$ cat src/rtl/dsp_div_pkg.sv
// Shared definitions for the iterative 36/18 unsigned divider.
//   state_t            : divider FSM states (IDLE, RUN, DONE)
//   DIVIDEND_WIDTH_DEF : default dividend / quotient width (also iteration count)
//   DIVISOR_WIDTH_DEF  : default divisor / remainder width
//   CNT_WIDTH          : step counter width for the default dividend width
package dsp_div_pkg;

    localparam int unsigned DIVIDEND_WIDTH_DEF = 36;
    localparam int unsigned DIVISOR_WIDTH_DEF  = 18;

    function automatic int unsigned cnt_width(input int unsigned n);
        return (n > 1) ? $clog2(n) : 1;
    endfunction

    localparam int unsigned CNT_WIDTH = cnt_width(DIVIDEND_WIDTH_DEF);

    typedef enum logic [1:0] {
        IDLE = 2'd0,
        RUN  = 2'd1,
        DONE = 2'd2
    } state_t;

endpackage

$ cat src/rtl/dsp_div_step.sv
// One combinational restoring-division step.
//   rem_in  : current partial remainder (DIVISOR_WIDTH+1 bits, always < divisor)
//   bit_in  : next dividend bit shifted into the remainder
//   divisor : unsigned divisor
//   rem_out : partial remainder after shift and trial subtract/restore
//   q_bit   : quotient bit produced by this step
module dsp_div_step #(
    parameter int unsigned DIVISOR_WIDTH = 18
) (
    input  logic [DIVISOR_WIDTH:0]   rem_in,
    input  logic                     bit_in,
    input  logic [DIVISOR_WIDTH-1:0] divisor,
    output logic [DIVISOR_WIDTH:0]   rem_out,
    output logic                     q_bit
);

    logic [DIVISOR_WIDTH+1:0] shifted;
    logic [DIVISOR_WIDTH:0]   diff;
    logic                     ge;

    always_comb begin
        shifted = {rem_in, bit_in};
        ge      = (shifted >= {2'b00, divisor});
        // When ge holds the difference is < divisor, so the truncated
        // subtraction is exact.
        diff    = shifted[DIVISOR_WIDTH:0] - {1'b0, divisor};
        rem_out = ge ? diff : shifted[DIVISOR_WIDTH:0];
        q_bit   = ge;
    end

endmodule

$ cat src/rtl/dsp_div_36by18u.sv
// Iterative restoring radix-2 unsigned divider, one quotient bit per clock.
//   clk, rst_n            : clock, asynchronous active-low reset
//   in_valid / in_ready   : operand handshake (accepted only in IDLE)
//   dividend, divisor     : unsigned operands
//   out_valid / out_ready : result handshake (result held while stalled)
//   quotient, remainder   : floor(dividend/divisor), dividend mod divisor
//   div_by_zero           : divisor was 0 (quotient all ones, remainder 0)
module dsp_div_36by18u
    import dsp_div_pkg::*;
#(
    parameter int unsigned DIVIDEND_WIDTH = DIVIDEND_WIDTH_DEF,
    parameter int unsigned DIVISOR_WIDTH  = DIVISOR_WIDTH_DEF
) (
    input  logic                      clk,
    input  logic                      rst_n,
    input  logic                      in_valid,
    output logic                      in_ready,
    input  logic [DIVIDEND_WIDTH-1:0] dividend,
    input  logic [DIVISOR_WIDTH-1:0]  divisor,
    output logic                      out_valid,
    input  logic                      out_ready,
    output logic [DIVIDEND_WIDTH-1:0] quotient,
    output logic [DIVISOR_WIDTH-1:0]  remainder,
    output logic                      div_by_zero
);

    localparam int unsigned CW = cnt_width(DIVIDEND_WIDTH);
    localparam logic [CW-1:0] LAST_STEP = CW'(DIVIDEND_WIDTH - 1);

    state_t                     state;
    logic [CW-1:0]              cnt;
    // The quotient register doubles as the dividend shift register: dividend
    // bits leave at the MSB while quotient bits enter at the LSB.
    logic [DIVIDEND_WIDTH-1:0]  q_reg;
    logic [DIVISOR_WIDTH:0]     rem_reg;
    logic [DIVISOR_WIDTH-1:0]   dsor_reg;
    logic [DIVISOR_WIDTH:0]     rem_next;
    logic                       q_bit;

    dsp_div_step #(
        .DIVISOR_WIDTH(DIVISOR_WIDTH)
    ) u_step (
        .rem_in  (rem_reg),
        .bit_in  (q_reg[DIVIDEND_WIDTH-1]),
        .divisor (dsor_reg),
        .rem_out (rem_next),
        .q_bit   (q_bit)
    );

    assign in_ready  = rst_n && (state == IDLE);
    assign quotient  = q_reg;
    assign remainder = rem_reg[DIVISOR_WIDTH-1:0];

    always_ff @(posedge clk or negedge rst_n) begin
        if (!rst_n) begin
            state       <= IDLE;
            cnt         <= '0;
            q_reg       <= '0;
            rem_reg     <= '0;
            dsor_reg    <= '0;
            div_by_zero <= 1'b0;
            out_valid   <= 1'b0;
        end else begin
            case (state)
                IDLE: begin
                    if (in_valid) begin
                        if (divisor == '0) begin
                            q_reg       <= '1;
                            rem_reg     <= '0;
                            div_by_zero <= 1'b1;
                            out_valid   <= 1'b1;
                            state       <= DONE;
                        end else begin
                            q_reg       <= dividend;
                            rem_reg     <= '0;
                            dsor_reg    <= divisor;
                            cnt         <= '0;
                            div_by_zero <= 1'b0;
                            state       <= RUN;
                        end
                    end
                end
                RUN: begin
                    q_reg   <= {q_reg[DIVIDEND_WIDTH-2:0], q_bit};
                    rem_reg <= rem_next;
                    cnt     <= cnt + CW'(1);
                    if (cnt == LAST_STEP) begin
                        out_valid <= 1'b1;
                        state     <= DONE;
                    end
                end
                DONE: begin
                    if (out_ready) begin
                        out_valid <= 1'b0;
                        state     <= IDLE;
                    end
                end
                default: begin
                    out_valid <= 1'b0;
                    state     <= IDLE;
                end
            endcase
        end
    end

endmodule
$ cat config.mk
export PLATFORM = sky130hd
export DESIGN_NAME = dsp_div_36by18u
export DESIGN_NICKNAME = d
export VERILOG_FILES = /design/src/rtl/dsp_div_pkg.sv /design/src/rtl/dsp_div_step.sv /design/src/rtl/dsp_div_36by18u.sv
export SDC_FILE = /design/constraint.sdc
export NUM_CORES = 1
export LEC_CHECK = 0
export CAP_MARGIN = 20
export CORE_AREA = 2 2 117 119
export CTS_CLUSTER_DIAMETER = 50
export DETAILED_ROUTE_END_ITERATION = 10
export DIE_AREA = 0 0 119 121
export PLACE_DENSITY = 0.68
export SYNTH_ARGS = -nofsm -noshare
export SYNTH_HDL_FRONTEND = slang
export SYNTH_SLANG_ARGS = --single-unit
$ cat constraint.sdc
create_clock -name clk -period 3.1 [get_ports clk]
set_input_delay 0.31 -clock clk [delete_from_list [all_inputs] [get_ports clk]]
set_output_delay 0.31 -clock clk [all_outputs]
set_load 0.01 [all_outputs]
**Yosys cells after proc, flatten, opt, wreduce, memory -nomap -nowiden**

Index checks and enable logic that the tools add are counted.

- Register bits after elaboration: 83
- Memories: 0
- Memory bits (read-only): 0
- Input port bits: 58
- Word-level logic and storage cells: 49
- Latch bits: 0
- Bits in writable memories: 0

- $mul: 0
- $add $sub $neg: 2
- Reduce and logical (&&, ||, !) cells: 10
- Divide/modulo/power cells: 0
- Bitwise logic cells: 1
- Equal/unequal tests: 8
- Shift-type cells: 0
- Multiplexer cells: 20
- Magnitude comparators: 1

Operators by type and width:

| kind | count |
|---|---|
| $mux W36 | 2 |
| $pmux W36 S2 | 1 |
| $mux W19 | 2 |
| $pmux W19 S2 | 1 |
| $ge A20 B18 Y1 | 1 |
| $sub A19 B18 Y19 | 1 |
| $logic_not A18 Y1 | 1 |
| $mux W6 | 2 |
| $pmux W6 S2 | 1 |
| $reduce_and A3 Y1 | 3 |
| $mux W2 | 4 |
| $ne A2 B2 Y1 const B | 4 |
| $add A6 B1 Y6 const B | 1 |
| $eq A6 B6 Y1 const B | 1 |
| $pmux W2 S3 | 1 |
| $mux W1 | 5 |
| $reduce_and A2 Y1 | 2 |
| $reduce_and A4 Y1 | 1 |
| $pmux W1 S3 | 1 |
| $eq A2 B1 Y1 const B | 1 |
| $eq A2 B2 Y1 const B | 1 |
| $logic_not A2 Y1 | 1 |
| $ne A2 B1 Y1 const B | 1 |
| $reduce_bool A2 Y1 | 1 |
| 2 further kinds | 2 |

**Logic depth before layout (Yosys ltp)**

Gate-level depths: netlist (run 1).

- Depth after elaboration: 4
- Gate-level depth with buffers: 11

**By module**

From an unflattened synthesis (run 1), not the netlist that was laid out.

- Cells, all modules: 527
- Area, all modules: 5,143.7 µm²

By module, submodules not included:

| module | area each (µm²) | cells an instance | sequential area each (µm²) | times used |
|---|---|---|---|---|
| dsp_div_36by18u | 3,712.3 | 332 | 2,077.0 | 1 |
| dsp_div_step | 1,431.4 | 195 | 0.0 | 1 |

**Worst setup path before layout (run 1)**

OpenSTA, ideal clock, no wires.

- Kind: reg-to-reg
- Start point: register q_reg[35], in the netlist quotient[35]
- End point: register rem_reg[1]
- Buffers on the path: 1
- Data arrival time: 2.440 ns
- Library setup time: 0.126 ns
- Stages on the path, launching flop included: 12
- Slack: 0.533 ns
- Path through: dfrtp_1 inv_1 ha_1 inv_1 fa_1 a211oi_2 o211ai_1 a21oi_4 a21oi_4 or2_1 buf_4 a311o_1

- Word-level cells in the longest chain between the ends: 3

Ends and longest elaborated chain:

| what | RTL line | source |
|---|---|---|
| start, declared | dsp_div_36by18u.sv:34 | `logic [DIVIDEND_WIDTH-1:0] q_reg;` |
| start signal, assigned | dsp_div_36by18u.sv:74 | `q_reg <= dividend;` |
| start signal, assigned | dsp_div_36by18u.sv:84 | `q_reg <= {q_reg[DIVIDEND_WIDTH-2:0], q_bit};` |
| $sub A19 B18 Y19 / $ge A20 B18 Y1 (equally long branches) | dsp_div_step.sv:26, dsp_div_step.sv:23 |  |
| $mux W19 (*) | dsp_div_step.sv:27 | `rem_out = ge ? diff : shifted[DIVISOR_WIDTH:0];` |
| $pmux W19 S2 (*) | dsp_div_36by18u.sv:64 | `case (state)` |
| end signal, assigned | dsp_div_36by18u.sv:85 | `rem_reg <= rem_next;` |
| end, declared | dsp_div_36by18u.sv:35 | `logic [DIVISOR_WIDTH:0] rem_reg;` |

Every way passes the cells marked *; elsewhere a longest branch is shown, timed or not.
A chain may end at the register's enable or synchronous reset.

**Final worst setup path (run 1)**

Same ends and word-level chain as after synthesis.

==> out/results.tsv, run 1 <==
stage	metric	value	unit
sta	setup_tns	0	ns
synth	synth_area_leaders	dfrtp_1, nand2_1, o31ai_1, ha_1, nor3_1	
synth	synth_edf_count	0	
sta	slew_headroom	51.3	%
placement	place_congestion	0.913	
synth	ys_warn_count	0	
power_and_ir_drop	power_frac_comb	60.6	%
sta	worst_pin_slew	0.728	ns
cts	cts_max_path_buffers	2	
placement	portBuffers	114	
global_route	grt_use_met1	26.6	%
synth	muxShareOfSynthArea	4.54	%
setup_path	startpoint	quotient[35]	
hold_path	hold_class	in2async	
final_layout	seq_area	2080	um^2
sta	layout_min_cycle_time	2.89	ns
final_layout	multi_input_area	2690	um^2
route	vias_per_cell	5.47	
cts	clk_latency	0.35	ns
power_and_ir_drop	clkPwrFrac	13.4	%
synth	netlist_area	5150	um^2
cts	clk_pin_slew	0.07	ns
setup_path	critPathMaxFanout	12	
floorplanning	io_pins	115	
power_and_ir_drop	fin_total_pwr	8370	uW
global_route	antenna_found_initial	0	
sta	rsz0062_at_grt	no	
power_and_ir_drop	intPower	4740	uW
synth	yosysSeqAreaShare	40.3	%
setup_path	cp-end-kind	register	
sta	finClkSkew	0.0114	ns
route	first_pass_iters	5	
synth	synth_compound_area_share	20.0	%
floorplanning	initial_core_util	39.3	%
synth	synth-adder-area-share	5.01	%
power_and_ir_drop	switchingPower	3640	uW
power_and_ir_drop	peakVddDrop	0.000532	V
setup_path	crit_type	reg2reg	
global_route	track_usage	18.8	%
setup_path	start_kind	register	
final_layout	fillers	1198	
synth	yosysTopAreaCellShare	40.3	%
cts	clock-sinks	83	
synth	yosys-top-cells-count	dfrtp_1, nand2_1, nor2_1, nor3_1, o31ai_1	
cts	htree_levels	3	
sta	finalSetupViolations	0	
global_route	grt_pass1_vias	4232	
synth	avgSynthCellArea	8.86	um^2
setup_path	crit_arrival	3.12	ns
final_layout	antenna_cells	0	
cts	cts_resized	0	
cts	cts_root_buf	clkbuf_16	
global_route	grt_pass1_wl	21600	um
floorplanning	core_area	13100	um^2
floorplanning	dieArea	14400	um^2
route	ant_nets	0	
setup_path	r2r-start	quotient[35]	
route	post-route-drc-count	0	
route	vias	4597	
synth	synth_xor_area_share	2.72	%
synth	synth_ff_type	dfrtp_1	
sta	final-hold-violation-count	0	
synth	postSynthCellCount	581	
power_and_ir_drop	power_leakage	0.00267	uW
global_route	gr-usage-met3	3.85	%
synth	synth_cell_type_count	68	
route	postRouteWirelength	13400	um
run_status	outcome	completed	
synth	synth_top_family_by_area	compound AO/OA/AOI/OAI gates	
route	drt_iter0_markers	354	
cts	tritoncts	done	
synth	async_reset_ff_share	100	%
sta	fmax	347	MHz
floorplanning	num_rows	42	
final_layout	largest_reg_flops	36	
power_and_ir_drop	swShare	43.4	%
global_route	grt_max_degree	56	
floorplanning	fp.dieH	121	um
job	cap_violations	0	
synth	yosysMostFrequentCell	dfrtp_1	
cts	cts_buffers	9	
final_layout	fin_nets	738	
global_route	gr-max-usage-layer	met2	
power_and_ir_drop	p_per_area	1270	nW/um^2
floorplanning	die_w	119	um
power_and_ir_drop	power.share.sequential	25.9	%
route	wl_per_cell	15.9	um
synth	ys_seq_elements	83	
synth	yosys.area.top_type	dfrtp_1	
synth	syn-num-nets	659	
global_route	overflow	0	
final_layout	syn2layout_area_growth	28.4	%
setup_path	critPathRequiredTime	3.33	ns
synth	synth-simple-area-share	19.5	%
global_route	met2_usage	28.5	%
sta	slew_viol_final	0	
final_layout	drive_gt1_share	6.62	%
sta	post-route-period-util	93.1	%
placement	place_hpwl	9890	um
[kinds of logic after synthesis]
kind of cell	after synthesis
buffers and inverters	81
DFF	83
and+or+nand+nor	221
muxes	21
xor gates and xnor gates	16
AOI/OAI and AO/OA	139
adders and majority gates	20
[final timing paths]
path	end	depth (start not counted)	slack, ns
max	rem_reg[1]	10	0.21
min	dsor_reg[11]	2	0.43
max reg2reg	rem_reg[1]	10	0.21
min reg2reg	dsor_reg[5]	1	0.49
max in group asynchronous	dsor_reg[14]	3	1.61
min in group clk	dsor_reg[5]	1	0.49
[power groups by stage]
| stage | sequential [uW] | clock (uW) | combinational [uW] |
|---|---|---|---|
| after floorplan | 2140 | 0 | 3550 |
| after global placement | 2150 | 0 | 4930 |
| after detailed placement | 2180 | 0 | 5040 |
| after CTS | 2170 | 1150 | 5060 |
| after global routing | 2250 | 1200 | 5590 |
| final | 2170 | 1130 | 5080 |
[final cells by class]
type	count	area share [%]
clock buffer	10	3.62
clock inverter	6	1.08
inverter	23	1.31
multi-input combinational	417	40.6
sequential	83	31.4
tap	176	3.33
timing repair buffer	126	18.6
[placed cells by master, fill, tap and decap left out, drive strengths merged, types with 6 or more instances in the layout]
master,count
nand3,6
o31a,6
xor2,6
nand4,7
nand2,80
a21o,7
xnor2,10
dfrtp,83
nor3,45
o31ai,38
mux2,19
ha,19
o211ai,14
inv,25
clkbuf,10
a21oi,18
o21ai,21
clkdlybuf4s50,113
buf,12
nor2,56
[routing by layer]
layer | wire [um] | part of all wire (%)
met1 | 6440 | 48
met2 | 5960 | 44
met3 | 740 | 5.5
met4 | 255 | 1.9
met5 | 0 | 0
[worst max-delay path, stage by stage, from the launching register on]
cell	delay, ns
dfrtp_1	0.41
inv_1	0.10
ha_1	0.18
inv_1	0.06
fa_1	0.43
a211oi_2	0.27
o211ai_1	0.19
a21oi_4	0.22
a21oi_4	0.13
or2_1	0.38
a311o_1	0.41
[timing repair]
action	4_1_cts	5_1_grt
hold endpoints to repair	28	0
setup buffers	0	0
hold buffers	1	0
[metrics by stage]
step / utilization (%) / hold slack, ns / std cells / instance area (um^2) / setup WS, ns
after floorplan: - / 0.0144 / 581 / 5150 / 0.533
after global placement: 48.1 / 0.249 / 824 / 6290 / 0.341
after detailed placement: 48.1 / 0.254 / 824 / 6290 / 0.243
after CTS: 50.5 / 0.432 / 841 / 6610 / 0.217
after global routing: 50.5 / 0.472 / 841 / 6610 / 0.0596
final: 50.5 / 0.426 / 841 / 6610 / 0.215
(Power assumes the default switching activity.)
==> inputs of run 2 (changes only) <==
- SKIP_CTS_REPAIR_TIMING: unset -> 1
==> run 2 against run 1 <==
  * Sequential cell count unchanged
  * Die area unchanged
  * Sequential power hardly changed
  * Clock power about the same
  * Via count grew 0.35%
  * Non-clock buffer count unchanged
  * Clock-buffer cell count did not move
  * First-iteration DRC count grew 2.5%
  * Register-to-register slack about the same
  * Critical path type unchanged
  * Largest cell class unchanged
  * Largest power group unchanged
==> out/results.tsv, run 2 (synthesis gave the netlist of run 1 again) <==
stage	metric	value	unit
run_status	outcome	completed	
sta	layout_min_cycle_time	2.89	ns
final_layout	drive_gt1_share	6.62	%
hold_path	hold_class	in2async	
route	post-route-drc-count	0	
power_and_ir_drop	clkPwrFrac	13.4	%
sta	slew_viol_final	0	
final_layout	fin_area	6610	um^2
floorplanning	dieArea	14400	um^2
setup_path	crit_buf_inv	2	
setup_path	timing.rr.end	rem_reg[1]	
sta	fmax	346	MHz
global_route	overflow	0	
floorplanning	num_rows	42	
floorplanning	die_w	119	um
floorplanning	initial_core_util	39.3	%
sta	finalSetupViolations	0	
cts	tritoncts	done	
cts	clk_pin_slew	0.07	ns
global_route	grt_pass1_vias	4231	
setup_path	critPathMaxFanout	12	
setup_path	crit_arrival	3.12	ns
placement	place_congestion	0.913	
sta	final-hold-violation-count	0	
job	cap_violations	0	
power_and_ir_drop	switchingPower	3640	uW
cts	htree_levels	3	
setup_path	r2r-start	quotient[35]	
global_route	track_usage	18.8	%
cts	cts_root_buf	clkbuf_16	
route	vias	4613	
final_layout	layout_commonest_cell	clkdlybuf4s50_1	
final_layout	final_cell_mix	clkdlybuf4s50_1, dfrtp_1, nand2_1, nor2_1, nor3_1	
final_layout	syn2layout_area_growth	28.4	%
power_and_ir_drop	power.share.sequential	25.9	%
power_and_ir_drop	p_per_area	1270	nW/um^2
sta	post-route-period-util	93.2	%
setup_path	cp-end-kind	register	
route	first_pass_iters	5	
floorplanning	core_area	13100	um^2
setup_path	critical_path.slowest_cell	fa_1	
cts	cts_buffers	9	
setup_path	crit_family	compound AO/OA/AOI/OAI gates	
sta	setup_tns	0	ns
cts	clock-sinks	83	
power_and_ir_drop	power_leakage	0.00267	uW
setup_path	rr_worst_depth	10	
power_and_ir_drop	power_frac_comb	60.7	%
final_layout	antenna_cells	0	
setup_path	crit_type	reg2reg	
route	drt_iter0_markers	363	
setup_path	rrSetupSlack	0.21	ns
cts	clk_latency	0.35	ns
final_layout	largest_reg_flops	36	
sta	slew_headroom	51.4	%
setup_path	slowest_delay	0.43	ns
sta	rsz0062_at_grt	no	
power_and_ir_drop	swShare	43.4	%
power_and_ir_drop	intPower	4740	uW
placement	place_hpwl	9890	um
global_route	grt_max_degree	56	
floorplanning	io_pins	115	
power_and_ir_drop	peakVddDrop	0.000533	V
route	postRouteWirelength	13400	um
final_layout	fin_nets	738	
placement	placed_cell_area	6290	um^2
setup_path	critPathRequiredTime	3.33	ns
setup_path	cp_cell_sequence	inv_1, ha_1, inv_1, fa_1, a211oi_2, o211ai_1, a21oi_4, a21oi_4, or2_1, a311o_1	
floorplanning	fp.dieH	121	um
cts	cts_max_path_buffers	2	
placement	portBuffers	114	
route	wl_per_cell	16.0	um
setup_path	start_kind	register	
sta	finClkSkew	0.0114	ns
route	ant_nets	0	
sta	worst_pin_slew	0.729	ns
global_route	antenna_found_initial	0	
global_route	grt_pass1_wl	21600	um
route	vias_per_cell	5.49	
-- run 2: layout make-up --
class                           count  area (um^2)
Clock buffer                       10          239
Clock inverter                      6         71.3
Fill cell                        1195         6470
Inverter                           23         86.3
Multi-Input combinational cell    417         2690
Sequential cell                    83         2080
Tap cell                          176          220
Timing Repair Buffer              126         1230
-- run 2: worst register-to-register path, delay by kind of cell, from the launching register on --
family	cells	cell delay, ns
adders and majority gates	2	0.61
AOI/OAI and AO/OA	5	1.22
and+or+nand+nor	1	0.38
DFF	1	0.41
buffers and inverters	2	0.16
-- run 2: per-stage QoR --
stage	utilization (%)	hold slack [ns]	std cells	total power [uW]	setup slack, ns
CTS	50.4	-0.117	840	8380	0.217
floorplan	-	0.0144	581	5680	0.533
finish	50.5	0.422	841	8380	0.210
global placement	48.1	0.249	824	7090	0.341
global route	50.5	0.471	841	9040	0.0596
detailed placement	48.1	0.254	824	7230	0.243
-- run 2: per-layer routing --
| metal | GRT usage, % | routed length [um] |
|---|---|---|
| met4 | 7.07 | 248 |
| met1 | 26.6 | 6470 |
| met3 | 3.85 | 733 |
| met2 | 28.5 | 5960 |
| met5 | 0 | 0 |
-- run 2: how the worst max path moves through the flow --
stage	startpoint	end	slack (ns)	cells past startpoint
5_1_grt	quotient[35]	rem_reg[1]	0.06	10
4_1_cts	quotient[35]	rem_reg[1]	0.22	10
6_report	quotient[35]	rem_reg[1]	0.21	10
3_3_place_gp	quotient[35]	rem_reg[1]	0.34	10
3_5_place_dp	quotient[35]	rem_reg[1]	0.24	10
2_1_floorplan	quotient[35]	rem_reg[1]	0.53	11
-- run 2: power by group through the flow --
stage	combinational (uW)	sequential [uW]	clock, uW
2_1_floorplan	3550	2140	0
3_3_place_gp	4930	2150	0
3_5_place_dp	5040	2180	0
4_1_cts	5060	2170	1150
5_1_grt	5590	2250	1200
6_report	5080	2170	1130
==> inputs of run 3 (changes only) <==
- SKIP_CTS_REPAIR_TIMING: 1 -> unset
- SLEW_MARGIN: unset -> 20
==> results of run 3 <==
Final layout, timing and power as in run 1 (identical DEF).
